## config.mk

```make
export PLATFORM = sky130hd
export DESIGN_NAME = write_demux
export DESIGN_NICKNAME = d
export VERILOG_FILES = /design/src/rtl/write_demux.sv
export SDC_FILE = /design/constraint.sdc
export NUM_CORES = 1
export LEC_CHECK = 0
export CAP_MARGIN = 15
export CORE_ASPECT_RATIO = 2
export CORE_MARGIN = 2
export CORE_UTILIZATION = 55
export DETAILED_ROUTE_END_ITERATION = 8
export DONT_BUFFER_PORTS = 1
export HOLD_SLACK_MARGIN = 0.02
export PLACE_DENSITY = 0.79
export SLEW_MARGIN = 20
export SYNTH_ARGS = -nofsm -noshare
export SYNTH_HDL_FRONTEND = slang
export SYNTH_SLANG_ARGS = --single-unit
```

## constraint.sdc

```tcl
create_clock -name clk_i -period 5.6 [get_ports clk_i]
set_input_delay 0.84 -clock clk_i [delete_from_list [all_inputs] [get_ports clk_i]]
set_output_delay 0.84 -clock clk_i [all_outputs]
set_load 0.01 [all_outputs]
```

## src/rtl/write_demux.sv

```systemverilog
// write_demux: single-entry registered write demultiplexer.
// Accepts one (address, data) write on a valid/ready port and presents it to
// exactly one of DATA_DEPTH destination slots on a one-hot valid bus with
// per-slot ready. Idle data is all-zero so an OR-combining read side is unaffected.
// Optional feature macro: WDEMUX_BROADCAST_EN adds a broadcast_i input that writes
// the held word to every slot, each slot accepting independently.
module write_demux #(
  parameter int ADDR_WIDTH = 5,
  parameter int DATA_WIDTH = 32,
  parameter int DATA_DEPTH = (1 << ADDR_WIDTH)
) (
  input  logic                  clk_i,
  input  logic                  rst_ni,
  input  logic                  write_valid_i,
  output logic                  write_ready_o,
  input  logic [ADDR_WIDTH-1:0] write_addr_i,
  input  logic [DATA_WIDTH-1:0] data_i,
`ifdef WDEMUX_BROADCAST_EN
  input  logic                  broadcast_i,
`endif
  output logic [DATA_DEPTH-1:0] write_valid_o,
  input  logic [DATA_DEPTH-1:0] write_ready_i,
  output logic [DATA_WIDTH-1:0] data_o,
  output logic                  busy_o
);

  typedef enum logic {
    IDLE = 1'b0,
    SEND = 1'b1
  } state_t;

  state_t                  state_reg;
  logic [ADDR_WIDTH-1:0]   addr_reg;
  logic [DATA_WIDTH-1:0]   data_reg;
  logic [DATA_DEPTH-1:0]   onehot;
  logic                    done;
  logic                    transfer;

`ifdef WDEMUX_BROADCAST_EN
  // Broadcast bookkeeping: which slots still have to take the held word.
  logic                    bcast_reg;
  logic [DATA_DEPTH-1:0]   pending_reg;
`endif

  // Address decode of the held slot index into the one-hot slot vector.
  genvar gi;
  generate
    for (gi = 0; gi < DATA_DEPTH; gi++) begin : g_decode
      assign onehot[gi] = (addr_reg == ADDR_WIDTH'(gi));
    end
  endgenerate

  // The held write completes when its destination(s) have all taken it.
  always_comb begin
    done = 1'b0;
    if (state_reg == SEND) begin
`ifdef WDEMUX_BROADCAST_EN
      if (bcast_reg) begin
        done = ((pending_reg & ~write_ready_i) == '0);
      end else begin
        done = write_ready_i[addr_reg];
      end
`else
      done = write_ready_i[addr_reg];
`endif
    end
  end

  // Upstream may hand over a new write when the stage is empty or draining now;
  // forced low while reset is asserted.
  assign write_ready_o = rst_ni && ((state_reg == IDLE) || done);
  assign transfer      = write_valid_i && write_ready_o;
  assign busy_o        = (state_reg == SEND);

  // Slot-side outputs: zero when idle, held word while sending.
  always_comb begin
    write_valid_o = '0;
    data_o        = '0;
    if (state_reg == SEND) begin
      data_o = data_reg;
`ifdef WDEMUX_BROADCAST_EN
      if (bcast_reg) begin
        write_valid_o = pending_reg;
      end else begin
        write_valid_o = onehot;
      end
`else
      write_valid_o = onehot;
`endif
    end
  end

  // Control FSM and held-write capture; a back-to-back transfer reloads while
  // staying in SEND so throughput is one write per cycle.
  always_ff @(posedge clk_i or negedge rst_ni) begin
    if (!rst_ni) begin
      state_reg   <= IDLE;
      addr_reg    <= '0;
      data_reg    <= '0;
`ifdef WDEMUX_BROADCAST_EN
      bcast_reg   <= 1'b0;
      pending_reg <= '0;
`endif
    end else begin
      case (state_reg)
        IDLE: begin
          if (transfer) begin
            state_reg <= SEND;
          end
        end
        SEND: begin
          if (!transfer && done) begin
            state_reg <= IDLE;
          end
        end
        default: state_reg <= IDLE;
      endcase

      if (transfer) begin
        addr_reg <= write_addr_i;
        data_reg <= data_i;
      end

`ifdef WDEMUX_BROADCAST_EN
      // Each slot is written once: a ready slot drops out of the pending mask.
      if (transfer) begin
        bcast_reg   <= broadcast_i;
        pending_reg <= broadcast_i ? '1 : '0;
      end else if (state_reg == SEND) begin
        pending_reg <= pending_reg & ~write_ready_i;
      end
`endif
    end
  end

endmodule
```

==> out/metrics.yaml <==
outcome:
  status: "finished, final reports clean"
logic_synthesis:
  yosysMostFrequentCell: "dfrtp_1"
  ys_top_cells_by_area: "dfrtp_1, mux2_4, and2_1"
  syn_area_um2: 2300
  avgSynthCellArea_um2: 11.6
  synth_ff_type: "dfrtp_1"
  netlist_instances: 198
  yosys.area.top_type: "dfrtp_1"
  synth_top_cells_by_count: "dfrtp_1, nor2_1, and2_1"
  ys_ff_latch: 38
  yosysUniqueCellTypes: 25
  syn_nets: 270
  async_flop_share_pct: 100
  yosys_warnings: 0
  yosysSeqAreaShare_pct: 41.3
  synth_edf_count: 0
  synth_top_area_share_pct: 41.3
pwr:
  power_density_nw_per_um2: 586
  finalPower_mw: 1.39
  vdd_drop_max_v: 0.000317
  p_leak_nw: 1.08
setup_path:
  end_kind: "output port"
  crit_fanout: 19
  critPathRequiredTime_ns: 4.76
  reg2reg_from: "addr_reg[3]"
  r2r_cells: 6
  startpoint: "addr_reg[3]"
  startpoint_type: "flop"
  crit_arrival_ns: 2.29
  crit_type: "flop to output port"
global_route:
  use_met3_pct: 4.08
  antenna_found_initial: 0
  grt_pass1_wl_um: 7020
  grt-ovfl-total: 0
  track_usage_pct: 19.7
  grt_pass1_vias: 1394
  grt_start_max_net_pins: 41
  use_met1_pct: 20.3
  grt.busiest_layer: "met2"
  use_met2_pct: 38.0
place:
  dp_slack_ns: 2.80
  gp_congestion: 0.691
  dpl_cell_area_um2: 2260
  hpwl_um: 3520
  post-place-cells: 238
  io_buffers: 0
job:
  maxCapViolations: 0
sta:
  setup_tns_ns: 0
  final.min_clock_period_ns: 3.13
  skew_ns: 0.00504
  worst_hold_slack_ns: 0.246
  hold_violations: 0
  rsz0062_at_grt: "no"
  post-route-period-util_pct: 55.9
  max-slew-margin-rel_pct: 36.4
  fin_ws_ns: 2.47
  max_freq_mhz: 320
  setup_violations: 0
  drv_slew: 0
  tightest_slew_ns: 0.954
route:
  first_pass_iters: 4
  wl_per_cell_um: 19.5
  drt-total-wl_um: 4800
  vias: 1464
  drc: 0
  drtIter0Drc: 14
  via_per_inst: 5.95
  final_antenna_net_count: 0
floorplan:
  die_w_um: 49.8
  io_pins: 138
  dieArea_um2: 4750
  die_y_um: 95.5
  initial_core_util_pct: 56.9
  coreArea_um2: 4050
  rows: 33
cells_and_area:
  syn2layout_area_growth_pct: 2.77
  largest_register_ffs: 32
  drive_above_1_share_pct: 29.9
  nNetsFinal: 265
  antennaDiodeCount: 0
  finish.cell_count_without_fillers: 246
  stdcell_area_um2: 2370
  final_core_util_pct: 58.5
clock_network:
  clk_pin_slew_ns: 0.08
  cts_tree: "done"
  htreeDepth: 2
  clock_latency_ns: 0.28
  cts.sinks: 38
  cts_buffers: 5
  cts.path.max_buffers: 2
  cts_resized: 0
  postCtsHoldBufs: 0
  root_buffer: "clkbuf_8"
  cts_setup_buffers: 0
worst_hold_path:
  hp-class: "input pin to asynchronous set/reset pin"
worst paths after layout:
path                                      end  slack [ns]
worst max register to register   data_reg[29]        2.81
max in group asynchronous        data_reg[21]        5.26
worst min-delay path             data_reg[28]        0.25
worst min register to register   data_reg[28]        0.50
min in group clk_i               data_reg[28]        0.50
worst max-delay path            write_ready_o        2.47
worst max-delay path, stage by stage (launching register included):
cell	delay, ns
dfrtp_1	0.81
mux4_2	0.64
a22oi_2	0.23
and4_1	0.32
power breakdown:
group / leakage, nW / switching, mW / total [mW] / internal [mW]
Sequential: 0.445 / 0.148 / 0.561 / 0.413
Clock: 0.0579 / 0.0942 / 0.225 / 0.131
Combinational: 0.579 / 0.268 / 0.600 / 0.332
Total: 1.08 / 0.510 / 1.39 / 0.877
routing by layer:
metal  routed length, µm  up-vias  part of all wire, %
li1                    -      655                    -
met1                1730      704                   36
met2                2650      101                   55
met3                 372        4                  7.8
met4                  48        0                  1.0
met5                   0        -                    0
logic make-up (layout without fill, tap and decap cells):
kind of cell	Yosys count	in the layout	synth area share, %
AOI/OAI and AO/OA	7	7	2.06
buffers and inverters	13	9	5.11
DFF	38	38	41.3
muxes	55	55	32.3
and+or+nand+nor	85	85	19.2
cell type report:
cell class | instances | area, µm²
fillers | 361 | 1680
multi-input cells | 147 | 1230
flip-flops and latches | 38 | 951
clock buffers | 5 | 68.8
well taps | 52 | 65.1
clock inverters | 3 | 40.0
repair buffers | 1 | 7.51
placed cells by master, fill, tap and decap left out, drive strengths merged:
master and count:
dfrtp 38, mux2i 8, and3b 1, and2 32, nand2b 4, clkbuf 5
and3 1, and4 1, or2b 1, o21ai 2, buf 1, nand4 1
o22ai 4, nor3b 1, or2 1, mux4 2, nand4b 1, clkinv 2
nand2 7, or3 1, nor2 33, a22oi 1, bufinv 1, mux2 45
Note: power is estimated with default switching activity, not from simulation.
